$ cat src/rtl/matmul_pkg.sv
// Shared types, default widths and the row-major address helper for matmul_engine.
package matmul_pkg;

    localparam int MM_DATA_W = 8;
    localparam int MM_ACC_W  = 32;
    localparam int MM_MAX_N  = 4;
    localparam int MM_ADDR_W = 4;

    typedef enum logic [2:0] {
        ST_IDLE,
        ST_FETCH,
        ST_DRAIN,
        ST_EMIT,
        ST_DONE
    } state_t;

    // Row-major index row*N + col; callers truncate to their address width.
    function automatic logic [7:0] mat_addr(input logic [3:0] row,
                                            input logic [3:0] col,
                                            input logic [3:0] n);
        return (8'(row) * 8'(n)) + 8'(col);
    endfunction

endpackage

$ cat src/rtl/mac_unit.sv
// Registered multiply-accumulate; two's-complement operands when MATMUL_SIGNED_EN is defined.
module mac_unit
    import matmul_pkg::*;
#(
    parameter int DATA_W = MM_DATA_W,
    parameter int ACC_W  = MM_ACC_W
) (
    input  logic              clk,
    input  logic              i_clr,
    input  logic              i_en,
    input  logic [DATA_W-1:0] i_a,
    input  logic [DATA_W-1:0] i_b,
    output logic [ACC_W-1:0]  o_acc,
    output logic [ACC_W-1:0]  o_sum
);

    logic [ACC_W-1:0] r_acc;
    logic [ACC_W-1:0] w_prod_ext;

`ifdef MATMUL_SIGNED_EN
    logic signed [2*DATA_W-1:0] w_prod;
    assign w_prod = $signed({{DATA_W{i_a[DATA_W-1]}}, i_a})
                  * $signed({{DATA_W{i_b[DATA_W-1]}}, i_b});
    assign w_prod_ext = {{(ACC_W-2*DATA_W){w_prod[2*DATA_W-1]}}, w_prod};
`else
    logic [2*DATA_W-1:0] w_prod;
    assign w_prod = {{DATA_W{1'b0}}, i_a} * {{DATA_W{1'b0}}, i_b};
    assign w_prod_ext = {{(ACC_W-2*DATA_W){1'b0}}, w_prod};
`endif

    // Sum is exposed so the final product can land in the result register without an extra cycle.
    assign o_sum = r_acc + w_prod_ext;
    assign o_acc = r_acc;

    always_ff @(posedge clk) begin
        if (i_clr) begin
            r_acc <= '0;
        end else if (i_en) begin
            r_acc <= o_sum;
        end
    end

endmodule

$ cat src/rtl/matmul_engine.sv
// Sequential N x N matrix multiply core streaming C in row-major order over valid/ready.
// Optional build macro: MATMUL_SIGNED_EN (two's-complement operands and results).
module matmul_engine
    import matmul_pkg::*;
#(
    parameter int DATA_W = MM_DATA_W,
    parameter int ACC_W  = MM_ACC_W,
    parameter int MAX_N  = MM_MAX_N,
    parameter int ADDR_W = MM_ADDR_W
) (
    input  logic              clk,
    input  logic              rst,
    input  logic              start,
    input  logic [3:0]        matrix_size,
    output logic [ADDR_W-1:0] a_addr,
    input  logic [31:0]       a_data,
    output logic [ADDR_W-1:0] b_addr,
    input  logic [31:0]       b_data,
    output logic [ACC_W-1:0]  c_data,
    output logic              c_valid,
    input  logic              c_ready,
    output logic              c_last,
    output logic              busy,
    output logic              done,
    output logic              err
);

    state_t r_state, w_next_state;

    logic [3:0]        r_n, r_i, r_j, r_k;
    logic [ADDR_W-1:0] r_a_addr, r_b_addr;
    logic [ACC_W-1:0]  r_c_data;
    logic              r_c_valid, r_c_last, r_busy, r_done, r_err;

    logic [3:0]       w_nm1, w_k_inc, w_i_nx, w_j_nx;
    logic             w_size_ok, w_last_elem, w_xfer;
    logic             w_mac_clr, w_mac_en;
    logic [ACC_W-1:0] w_acc, w_sum;
    logic             w_unused_hi;

    assign w_nm1       = r_n - 4'd1;
    assign w_k_inc     = r_k + 4'd1;
    assign w_size_ok   = (matrix_size != 4'd0) && (matrix_size <= 4'(MAX_N));
    assign w_last_elem = (r_i == w_nm1) && (r_j == w_nm1);
    assign w_xfer      = (r_state == ST_EMIT) && c_ready;
    assign w_i_nx      = (r_j == w_nm1) ? r_i + 4'd1 : r_i;
    assign w_j_nx      = (r_j == w_nm1) ? 4'd0 : r_j + 4'd1;
    assign w_unused_hi = ^{a_data[31:DATA_W], b_data[31:DATA_W], w_acc};

    // Read data lags its address by one cycle, so a product is ready in every
    // FETCH cycle after the first one and in DRAIN.
    assign w_mac_en  = ((r_state == ST_FETCH) && (r_k != 4'd0)) || (r_state == ST_DRAIN);
    assign w_mac_clr = (r_state == ST_IDLE) || w_xfer;

    mac_unit #(
        .DATA_W(DATA_W),
        .ACC_W (ACC_W)
    ) u_mac (
        .clk  (clk),
        .i_clr(w_mac_clr),
        .i_en (w_mac_en),
        .i_a  (a_data[DATA_W-1:0]),
        .i_b  (b_data[DATA_W-1:0]),
        .o_acc(w_acc),
        .o_sum(w_sum)
    );

    always_ff @(posedge clk or negedge rst) begin
        if (!rst) begin
            r_state <= ST_IDLE;
        end else begin
            r_state <= w_next_state;
        end
    end

    always_comb begin
        w_next_state = r_state;
        case (r_state)
            ST_IDLE:  if (start && w_size_ok) w_next_state = ST_FETCH;
            ST_FETCH: if (r_k == w_nm1) w_next_state = ST_DRAIN;
            ST_DRAIN: w_next_state = ST_EMIT;
            ST_EMIT:  if (c_ready) w_next_state = w_last_elem ? ST_DONE : ST_FETCH;
            ST_DONE:  w_next_state = ST_IDLE;
            default:  w_next_state = ST_IDLE;
        endcase
    end

    always_ff @(posedge clk or negedge rst) begin
        if (!rst) begin
            r_n       <= '0;
            r_i       <= '0;
            r_j       <= '0;
            r_k       <= '0;
            r_a_addr  <= '0;
            r_b_addr  <= '0;
            r_c_data  <= '0;
            r_c_valid <= 1'b0;
            r_c_last  <= 1'b0;
            r_busy    <= 1'b0;
            r_done    <= 1'b0;
            r_err     <= 1'b0;
        end else begin
            r_done <= 1'b0;
            r_err  <= 1'b0;
            case (r_state)
                ST_IDLE: begin
                    if (start && w_size_ok) begin
                        r_n      <= matrix_size;
                        r_i      <= '0;
                        r_j      <= '0;
                        r_k      <= '0;
                        r_a_addr <= '0;
                        r_b_addr <= '0;
                        r_busy   <= 1'b1;
                    end else if (start) begin
                        r_err <= 1'b1;
                    end
                end
                ST_FETCH: begin
                    if (r_k != w_nm1) begin
                        r_k      <= w_k_inc;
                        r_a_addr <= ADDR_W'(mat_addr(r_i, w_k_inc, r_n));
                        r_b_addr <= ADDR_W'(mat_addr(w_k_inc, r_j, r_n));
                    end
                end
                ST_DRAIN: begin
                    r_c_data  <= w_sum;
                    r_c_valid <= 1'b1;
                    r_c_last  <= w_last_elem;
                end
                ST_EMIT: begin
                    // Addresses and result stay frozen until the consumer takes the element.
                    if (c_ready) begin
                        r_c_valid <= 1'b0;
                        r_c_last  <= 1'b0;
                        if (w_last_elem) begin
                            r_done <= 1'b1;
                        end else begin
                            r_i      <= w_i_nx;
                            r_j      <= w_j_nx;
                            r_k      <= '0;
                            r_a_addr <= ADDR_W'(mat_addr(w_i_nx, 4'd0, r_n));
                            r_b_addr <= ADDR_W'(mat_addr(4'd0, w_j_nx, r_n));
                        end
                    end
                end
                ST_DONE: begin
                    r_busy <= 1'b0;
                end
                default: ;
            endcase
        end
    end

    assign a_addr  = r_a_addr;
    assign b_addr  = r_b_addr;
    assign c_data  = r_c_data;
    assign c_valid = r_c_valid;
    assign c_last  = r_c_last;
    assign busy    = r_busy;
    assign done    = r_done;
    assign err     = r_err;

endmodule

$ cat config.mk
export PLATFORM = sky130hd
export DESIGN_NAME = matmul_engine
export DESIGN_NICKNAME = d
export VERILOG_FILES = /design/src/rtl/matmul_pkg.sv /design/src/rtl/mac_unit.sv /design/src/rtl/matmul_engine.sv
export SDC_FILE = /design/constraint.sdc
export NUM_CORES = 1
export LEC_CHECK = 0
export BUFFER_PORTS_ARGS = -buffer_cell sky130_fd_sc_hd__buf_2
export CAP_MARGIN = 30
export CORE_ASPECT_RATIO = 0.5
export CORE_MARGIN = 4
export CORE_UTILIZATION = 29
export DETAILED_ROUTE_END_ITERATION = 8
export RECOVER_POWER = 100
export SLEW_MARGIN = 20
export SYNTH_ARGS = -nofsm -noshare
export SYNTH_HDL_FRONTEND = slang
export SYNTH_HIERARCHICAL = 1
export SYNTH_SLANG_ARGS = --single-unit
$ cat constraint.sdc
create_clock -name clk -period 10.85 [get_ports clk]
set_clock_uncertainty 0.1 [all_clocks]
set_input_delay 0.5425 -clock clk [delete_from_list [all_inputs] [get_ports clk]]
set_output_delay 0.5425 -clock clk [all_outputs]
set_load 0.02 [all_outputs]
==> results.sh, run 1 <==
export IMPL_groute_usage_overall=0.124
export IMPL_met3_length_um=451
export IMPL_initial_core_util=0.301
export IMPL_insertion_delay_ps=340
export IMPL_core_region_area_mm2=0.0270
export IMPL_worst_r2r_path_depth=16
export IMPL_worstPathMaxFanout=9
export IMPL_synth_edff_count=0
export IMPL_finalMaxSlewViolations=152
export IMPL_r2r_slack_ps=5460
export IMPL_drt_first_pass_iters=4
export IMPL_via_per_inst=4.67
export IMPL_cts_tree="yes"
export IMPL_rows=42
export IMPL_finalCritPeriodShare=0.519
export IMPL_clockBufferDepth=2
export IMPL_post_cts_resized=0
export IMPL_r2r_start="u_mac/o_acc[6]"
export IMPL_numClockSinks=96
export IMPL_worstPathRequired_ps=10970
export IMPL_max_freq_mhz=178
export IMPL_hold_viol_final=0
export IMPL_rsz0062_at_grt="no"
export IMPL_cp_start_kind="input port"
export IMPL_syn_num_nets=1067
export IMPL_setup_tns_ps=0
export IMPL_grt_ovfl_total=0
export IMPL_synth_cell_types=70
export IMPL_yosysSeqAreaShare=0.276
export IMPL_synthFlopType="dfrtp_1"
export IMPL_drc_errors=0
export IMPL_die_area_mm2=0.0309
export IMPL_cp_arrival_ps=5750
export IMPL_final_net_count=1123
export IMPL_slew_headroom=-1.37
export IMPL_power_density_mw_per_mm2=280
export IMPL_hp_class="in -> reg"
export IMPL_period_minus_slack_ps=5630
export IMPL_portBuffers=68
export IMPL_synth_seq_cells=96
export IMPL_whs_ps=342
export IMPL_violations="max-capacitance violations, max-slew violations"
export IMPL_synth_top_area_frac=0.197
export IMPL_dp_hpwl_mm=14.1
export IMPL_drive_above_1_share=0.0864
export IMPL_highest_layer="met4"
export IMPL_async_flop_share=0.667
export IMPL_vdd_drop_max_mv=0.127
export IMPL_die_x_um=245
export IMPL_grt_pass1_vias=6553
export IMPL_antenna_cells=0
export IMPL_antenna_found_initial=0
export IMPL_final_util=0.334
export IMPL_drtIter0Drc=326
export IMPL_dp_cells=1295
export IMPL_setup_violations=0
export IMPL_fp_dieH_um=126
export IMPL_grt_pass1_wl_mm=32.3
export IMPL_post_cts_buffers=0
export IMPL_hold_depth=3
export IMPL_dpl_instance_area_mm2=0.00881
export IMPL_whs_endpoint="r_n[1]"
export IMPL_met2WireLength_mm=9.12
export IMPL_synth_area_leaders="dfrtp_1 20%, fa_1 13%, ha_1 9.9%, dfxtp_1 7.9%, inv_1 5.7%"
export IMPL_num_vias=6132
export IMPL_htree_levels=3
export IMPL_path_class="in -> reg"
export IMPL_clk_pin_slew_worst_paths_ps=60
export IMPL_outcome="finished with violations"
export IMPL_end_kind="register"
export IMPL_io_pins=117
export IMPL_grt_max_degree=65
export IMPL_cts_made_buffers=9
export IMPL_stdcell_count=1312
export IMPL_synthesis_area_mm2=0.00811
export IMPL_netlist_instances=877
export IMPL_yosysWarnings=6
export IMPL_maxCapViolCount=4
export IMPL_area_delta_synth_final_pct=11.1
export IMPL_cts_root_buf="clkbuf_16"
export IMPL_worst_pin_slew_ps=3550
export IMPL_r2r_end="c_data[25]"
export IMPL_drt_wirelength_per_cell_um=13.9
export IMPL_p_leak_nw=4.23
export IMPL_synth_avg_cell_area_um2=9.25
export IMPL_place_congestion=0.877
export IMPL_wl_mm=18.3
export IMPL_min_delay_start="matrix_size[1]"
export IMPL_ctsHoldBuffers=0
export IMPL_final_cell_area_mm2=0.00901
export IMPL_met1_length_mm=8.35
export IMPL_yosys_area_top_type="dfrtp_1"
export IMPL_drt_antenna_violating_nets=0
==> kinds of logic after synthesis <==
group | synth area share
xor+xnor | 0.0725
buf+inv | 0.0754
flops | 0.276
fa+ha+maj | 0.232
simple gates | 0.166
compound gates | 0.106
mux | 0.0720
==> metal layers <==
metal / GRT usage / up-vias
li1: - / 3004
met4: 0.0288 / 0
met1: 0.155 / 3030
met5: 0 / -
met3: 0.0195 / 26
met2: 0.227 / 72
==> sequential cells by signal (all words and copies together) (netlist names) <==
signal	flops
c_last	1
r_state	3
c_data	32
u_mac/o_acc	32
r_i	4
done	1
c_valid	1
r_k	4
a_addr	4
busy	1
b_addr	4
r_j	4
r_n	4
err	1
==> cells in the mapped netlist, types with 4 or more instances <==
master,instances
nand3_1,22
buf_2,7
nand2b_1,8
nand2_1,83
dfxtp_1,32
o21bai_1,4
nor2_1,51
xnor2_1,39
o31ai_1,6
dfrtp_1,64
and3_1,5
or4_1,6
mux2i_1,19
nor2b_1,6
xor2_1,23
a21o_1,10
ha_1,64
and2_1,56
clkbuf_1,16
nor3_1,8
inv_1,124
o211ai_1,5
mux2_2,34
a21oi_1,32
fa_1,54
nand4_1,7
o21ai_0,31
==> through the flow <==
stage / total power, mW / setup WS, ps
after floorplan: 1.83 / 5750
after global placement: 2.20 / 4900
after detailed placement: 2.23 / 4830
after CTS: 2.61 / 5210
after global routing: 2.81 / 4780
final: 2.53 / 5220
==> cell type report <==
type / count / area, um2
clock buffer: 13 / 250
tap: 374 / 468
clock inverter: 3 / 90.1
inverter: 124 / 465
sequential: 96 / 2240
timing repair buffer: 73 / 305
fill: 2804 / 17900
multi-input combinational: 629 / 5190
==> cell usage in the layout, fill, tap and decap left out, types with 6 or more instances in the layout <==
| cell | Yosys | final |
|---|---|---|
| o31ai_1 | 6 | 6 |
| mux2_2 | 34 | 34 |
| or4_1 | 6 | 6 |
| nor2_1 | 51 | 51 |
| ha_1 | 64 | 64 |
| fa_1 | 54 | 54 |
| nor3_1 | 8 | 8 |
| inv_1 | 124 | 124 |
| nand2_1 | 83 | 83 |
| nand2b_1 | 8 | 8 |
| clkbuf_16 | 0 | 9 |
| xor2_1 | 23 | 23 |
| nand4_1 | 7 | 7 |
| a21o_1 | 10 | 10 |
| buf_2 | 7 | 22 |
| nand3_1 | 22 | 22 |
| mux2i_1 | 19 | 19 |
| a21oi_1 | 32 | 32 |
| xnor2_1 | 39 | 39 |
| dfrtp_1 | 64 | 64 |
| o21ai_0 | 31 | 35 |
| clkbuf_1 | 16 | 53 |
| nor2b_1 | 6 | 7 |
| dfxtp_1 | 32 | 32 |
| and2_1 | 56 | 54 |
==> report_power, final <==
part	total (mW)	internal, mW	switching [mW]
clock network	0.364	0.232	0.132
registers	0.552	0.456	0.0962
logic	1.61	0.649	0.962
==> how the worst max path moves through the flow <==
stage	start	to	slack [ps]
2_1_floorplan	b_data[7]	c_data[27]	5750
3_3_place_gp	b_data[7]	c_data[27]	4900
3_5_place_dp	b_data[7]	c_data[27]	4830
4_1_cts	b_data[7]	c_data[27]	5210
5_1_grt	b_data[1]	c_data[29]	4780
6_report	b_data[1]	c_data[25]	5220
==> critical path, stage by stage <==
cell      delay, ps
clkbuf_1        290
and2_0          220
fa_1            460
fa_1            530
inv_1            50
fa_1            460
fa_1            550
inv_1            40
ha_1            360
a21o_1          170
a21oi_1          90
a32o_1          270
o31a_1          300
o21ai_0         740
nand4_1         220
xnor2_1         190
mux2_2          260
No activity file was read; power rests on OpenSTA's default activity.
==> run 2: changes to the inputs <==
Clock period 10.85 ns to 4.9 ns, I/O delays scaled along.
==> run 2 against run 1 <==
Clock-buffer cell count down 1. Register-to-register slack worse by 5300 ps. Total power up 140%. First-iteration DRC count up 10%. The flow still finishes with violations (max-capacitance violations, max-slew violations). Combinational power rose to 2.6 times the previous value. Via count up 2.9%. Clock power up 100%.
==> results.sh, run 2 (synthesis results as in run 1) <==
export IMPL_outcome="finished with violations"
export IMPL_violations="max-capacitance violations, max-slew violations"
export IMPL_finalCritPeriodShare=0.962
export IMPL_combPwrFrac=0.683
export IMPL_portBuffers=68
export IMPL_die_x_um=245
export IMPL_drive_above_1_share=0.150
export IMPL_vdd_drop_max_mv=0.297
export IMPL_crit_buf_inv=6
export IMPL_fill_cells=2791
export IMPL_end_kind="register"
export IMPL_seq_power_share=0.196
export IMPL_via_per_inst=4.63
export IMPL_cts_root_buf="clkbuf_16"
export IMPL_path_class="reg -> reg"
export IMPL_max_freq_mhz=212
export IMPL_r2r_end="c_data[27]"
export IMPL_dp_cells=1342
export IMPL_cp_arrival_ps=4840
export IMPL_p_leak_nw=4.48
export IMPL_clk_pin_slew_worst_paths_ps=60
export IMPL_final_common_cell="inv_1"
export IMPL_whs_endpoint="r_n[0]"
export IMPL_area_delta_synth_final_pct=16.9
export IMPL_p_int_mw=3.28
export IMPL_cts_tree="yes"
export IMPL_r2r_slack_ps=190
export IMPL_antenna_cells=0
export IMPL_seq_area_mm2=0.00224
export IMPL_min_delay_start="matrix_size[0]"
export IMPL_cts_made_buffers=9
export IMPL_worst_pin_slew_ps=2800
export IMPL_max_stage_delay_ps=530
export IMPL_antenna_found_initial=0
export IMPL_path_cells="inv_1, fa_1, inv_1, ha_1, ha_1, inv_1, fa_1, inv_1, ha_1, inv_1, fa_2, nor2b_4, o2111ai_2, a32o_2, o31a_1, o22ai_2, buf_6, nand3_1, xnor2_1, mux2_2"
export IMPL_whs_ps=49.1
export IMPL_place_congestion=0.884
export IMPL_clockBufferDepth=2
export IMPL_die_area_mm2=0.0309
export IMPL_path_common_cell="inv_1"
export IMPL_wl_mm=18.8
export IMPL_worstPathMaxFanout=5
export IMPL_io_pins=117
export IMPL_cp_slowest_cell="fa_1"
export IMPL_period_minus_slack_ps=4710
export IMPL_fin_ws_ps=187
export IMPL_grt_max_degree=65
export IMPL_post_place_ws_ps=-134
export IMPL_grt_pass1_wl_mm=32.3
export IMPL_multiInputGateArea_mm2=0.00530
export IMPL_maxCapViolCount=1
export IMPL_dp_hpwl_mm=14.8
export IMPL_drc_errors=0
export IMPL_insertion_delay_ps=340
export IMPL_switching_share=0.462
export IMPL_htree_levels=3
export IMPL_rows=42
export IMPL_final_cell_mix="124 x inv_1, 83 x nand2_1, 64 x dfrtp_1"
export IMPL_hold_depth=3
export IMPL_fp_dieH_um=126
export IMPL_core_region_area_mm2=0.0270
export IMPL_initial_core_util=0.301
export IMPL_drt_wirelength_per_cell_um=13.8
export IMPL_cp_start_kind="register"
export IMPL_worstPathRequired_ps=5020
export IMPL_drt_antenna_violating_nets=0
export IMPL_final_net_count=1172
export IMPL_p_switching_mw=2.82
export IMPL_finalMaxSlewViolations=50
export IMPL_slew_headroom=-0.866
export IMPL_power_density_mw_per_mm2=643
export IMPL_grt_ovfl_total=0
export IMPL_worst_r2r_path_depth=20
export IMPL_final_util=0.352
export IMPL_numClockSinks=96
export IMPL_pwr_share_clk=0.122
export IMPL_r2r_start="u_mac/o_acc[3]"
export IMPL_stdcell_count=1361
export IMPL_num_vias=6307
export IMPL_groute_usage_overall=0.125
export IMPL_hold_viol_final=0
export IMPL_finalPower_mw=6.10
export IMPL_grt_pass1_vias=6670
export IMPL_cpLargestDelayFamily="adder cells"
export IMPL_drtIter0Drc=360
export IMPL_setup_violations=0
export IMPL_hp_class="in -> reg"
export IMPL_drt_first_pass_iters=5
run 2: tightest hold or removal path: cells and delay by family:
family / cells / cell delay (ps)
buffers and inverters: 1 / 100
AND/OR/NAND/NOR: 1 / 50
AO/OA/AOI/OAI: 1 / 60
run 2: worst max path at each step:
stage / startpoint / to / slack (ps) / depth (start not counted)
after global routing: u_mac/o_acc[3] / c_data[27] / -6 / 20
after global placement: a_data[5] / c_data[30] / -110 / 17
after floorplan: b_data[7] / c_data[27] / 90 / 16
after CTS: u_mac/o_acc[6] / c_data[29] / 20 / 16
final: u_mac/o_acc[3] / c_data[27] / 190 / 20
after detailed placement: a_data[5] / c_data[26] / -130 / 17
run 2: final cells by class:
type,count,area share
clock buffer,12,0.0282
clock inverter,4,0.00527
inverter,124,0.0491
multi-input combinational,629,0.558
sequential,96,0.236
tap,374,0.0493
timing repair buffer,122,0.0735
run 2: per-layer routing:
metal,vias up,GRT usage,wire [um]
li1,3105,-,-
met1,3112,0.153,8470
met2,72,0.231,9590
met3,18,0.0212,496
met4,0,0.0285,267
met5,-,0,0
run 2: timing repair:
action                                 in CTS  in global routing
setup endpoints to repair                   0                 23
buffers inserted                            0                  1
endpoints found under the hold margin       0                 15
resized for setup                           0                 15
hold buffers                                0                  1
run 2: power groups by stage:
stage,logic [mW],clock network [mW],registers [mW]
final,4.16,0.741,1.19
after global routing,4.70,0.797,1.22
after CTS,4.17,0.765,1.19
after detailed placement,4.14,0,1.21
after global placement,4.07,0,1.20
after floorplan,2.78,0,1.26
run 2: per-stage QoR:
stage / TNS, ps / area (um2)
detailed placement: -1510 / 9180
finish: 0 / 9490
global route: -5.53 / 9490
floorplan: 0 / 8110
global placement: -994 / 9180
CTS: 0 / 9500
==> run 3: changes to the inputs <==
Settings changed: ABC_AREA set to 1, HOLD_SLACK_MARGIN set to 0.08, PLACE_DENSITY set to 0.47.
==> run 3 against run 2 <==
The flow now finishes without violations. Via count up 21%. Sequential share of layout area down 0.69 points. Synthesized cell count increased by 46%. Largest power group unchanged.
==> results.sh, run 3 <==
export IMPL_outcome="complete, no violations"
export IMPL_synthFlopType="dfrtp_1"
export IMPL_synthesis_area_mm2=0.00888
export IMPL_clk_pin_slew_worst_paths_ps=70
export IMPL_period_minus_slack_ps=4250
export IMPL_syn_num_nets=1474
export IMPL_drt_antenna_violating_nets=0
export IMPL_antenna_cells=0
export IMPL_hp_class="in -> reg"
export IMPL_dpl_instance_area_mm2=0.00955
export IMPL_antenna_found_initial=0
export IMPL_yosysWarnings=6
export IMPL_cts_root_buf="clkbuf_16"
export IMPL_finalMaxSlewViolations=0
export IMPL_synth_seq_cells=96
export IMPL_final_cell_area_mm2=0.00977
export IMPL_path_class="reg -> reg"
export IMPL_maxCapViolCount=0
export IMPL_post_cts_resized=0
export IMPL_cts_made_buffers=9
export IMPL_fill_cells=3225
export IMPL_rows=44
export IMPL_final_util=0.330
export IMPL_core_region_area_mm2=0.0296
export IMPL_via_per_inst=4.40
export IMPL_drive_above_1_share=0.0597
export IMPL_drt_wirelength_per_cell_um=13.3
export IMPL_synth_top_area_frac=0.180
export IMPL_setup_tns_ps=0
export IMPL_numClockSinks=96
export IMPL_fp_dieH_um=132
export IMPL_portBuffers=68
export IMPL_finalPower_mw=5.80
export IMPL_fin_ws_ps=648
export IMPL_grt_pass1_vias=7815
export IMPL_cp_start_kind="register"
export IMPL_max_freq_mhz=235
export IMPL_min_delay_start="start"
export IMPL_grt_ovfl_total=0
export IMPL_place_congestion=0.876
export IMPL_htree_levels=3
export IMPL_stdcell_count=1732
export IMPL_netlist_instances=1284
export IMPL_insertion_delay_ps=360
export IMPL_worst_r2r_path_depth=16
export IMPL_cp_startpoint="u_mac/o_acc[6]"
export IMPL_worst_pin_slew_ps=1480
export IMPL_end_kind="register"
export IMPL_async_flop_share=0.667
export IMPL_finalCritPeriodShare=0.868
export IMPL_synth_area_leaders="dfrtp_1 18%, nand2_1 18%, inv_1 12%, fa_1 12%, ha_1 9.0%"
export IMPL_hold_depth=5
export IMPL_rsz0062_at_grt="no"
export IMPL_area_delta_synth_final_pct=9.97
export IMPL_final_net_count=1526
export IMPL_power_density_mw_per_mm2=594
export IMPL_cts_tree="yes"
export IMPL_synth_cell_types=47
export IMPL_grt_max_degree=65
export IMPL_synth_common_cells="426 x nand2_1, 290 x inv_1, 68 x nand3_1"
export IMPL_yosysMostFrequentCell="nand2_1"
export IMPL_post_place_ws_ps=486
export IMPL_final_cell_mix="427 x nand2_1, 291 x inv_1, 73 x nand3_1"
export IMPL_io_pins=117
export IMPL_grt_pass1_wl_mm=39.6
export IMPL_drc_errors=0
export IMPL_groute_usage_overall=0.142
export IMPL_initial_core_util=0.300
export IMPL_worstPathMaxFanout=5
export IMPL_yosysSeqAreaShare=0.252
export IMPL_r2r_start="u_mac/o_acc[6]"
export IMPL_dp_cells=1710
export IMPL_synth_edff_count=0
export IMPL_drt_first_pass_iters=5
export IMPL_final_common_cell="nand2_1"
export IMPL_hold_viol_final=0
export IMPL_worstPathRequired_ps=5100
export IMPL_cp_arrival_ps=4450
export IMPL_die_area_mm2=0.0337
export IMPL_num_vias=7615
export IMPL_setup_violations=0
export IMPL_wl_mm=23.1
export IMPL_clockBufferDepth=2
export IMPL_slew_headroom=0.0105
export IMPL_drtIter0Drc=445
export IMPL_yosys_area_top_type="dfrtp_1"
export IMPL_synth_avg_cell_area_um2=6.92
export IMPL_die_x_um=256
export IMPL_p_leak_nw=5.57
export IMPL_vdd_drop_max_mv=0.257
export IMPL_dp_hpwl_mm=18.5
export IMPL_whs_ps=124
-- run 3: cell count changes after synthesis, sizes merged, moves of 6 or more --
cell / previous run / this run
a21o: 11 / 1
and2: 57 / 1
clkbuf: 17 / 28
inv: 124 / 295
mux2: 35 / 0
mux2i: 19 / 0
nand2: 83 / 440
nand2b: 8 / 0
nand3: 22 / 78
nor2: 52 / 68
nor2b: 7 / 0
o31ai: 6 / 0
or4: 6 / 0
xnor2: 39 / 9
-- run 3: routing by layer --
metal,GRT usage,vias up,routed length [um]
met5,0,-,0
met4,0.0402,0,452
met3,0.0255,28,791
met2,0.234,119,10300
met1,0.192,3544,11500
li1,-,3924,-
-- run 3: worst max-delay path: stages, from the launching register on --
cell,delay (ps)
dfxtp_1,310
inv_1,90
fa_1,540
inv_1,50
fa_1,490
inv_1,50
fa_1,460
fa_1,550
inv_1,40
ha_1,380
nand2_1,130
nor2_1,160
nand3_1,90
nand3_1,210
xor2_1,340
o21ai_0,140
inv_1,70
-- run 3: final timing paths --
kind	endpoint	slack, ps
max in group asynchronous	c_data[16]	3300
hold / removal	err	120
min in group asynchronous	b_addr[2]	600
setup reg to reg	u_mac/o_acc[14]	650
hold reg to reg	c_data[11]	370
setup / recovery	u_mac/o_acc[14]	650
-- run 3: cell type report --
class,instances,area (um2),area share
multi-input combinational,851,5230,0.535
sequential,96,2240,0.230
inverter,298,1130,0.116
tap,391,489,0.0501
timing repair buffer,80,397,0.0406
clock buffer,11,243,0.0248
clock inverter,5,40.0,0.00410
-- run 3: repair_timing --
action | CTS | global route
hold endpoints to repair | 68 | 0
setup buffers | 0 | 0
setup endpoints to repair | 0 | 0
hold buffers | 5 | 0
-- run 3: power breakdown --
group | switching [mW] | total (mW) | internal, mW | leakage, nW
combinational | 2.62 | 3.83 | 1.21 | 4.34
clock | 0.345 | 0.709 | 0.364 | 0.134
sequential | 0.224 | 1.26 | 1.04 | 1.10
total | 3.19 | 5.80 | 2.61 | 5.57
-- run 3: cells by family (layout without fill, tap and decap cells) --
group,Yosys count,count (layout),synth area share
buffers and inverters,337,394,0.153
AO/OA/AOI/OAI,87,87,0.0525
AND/OR/NAND/NOR,609,609,0.293
adder cells (fa/ha/maj),118,118,0.212
XOR/XNOR,37,37,0.0373
flip-flops,96,96,0.252
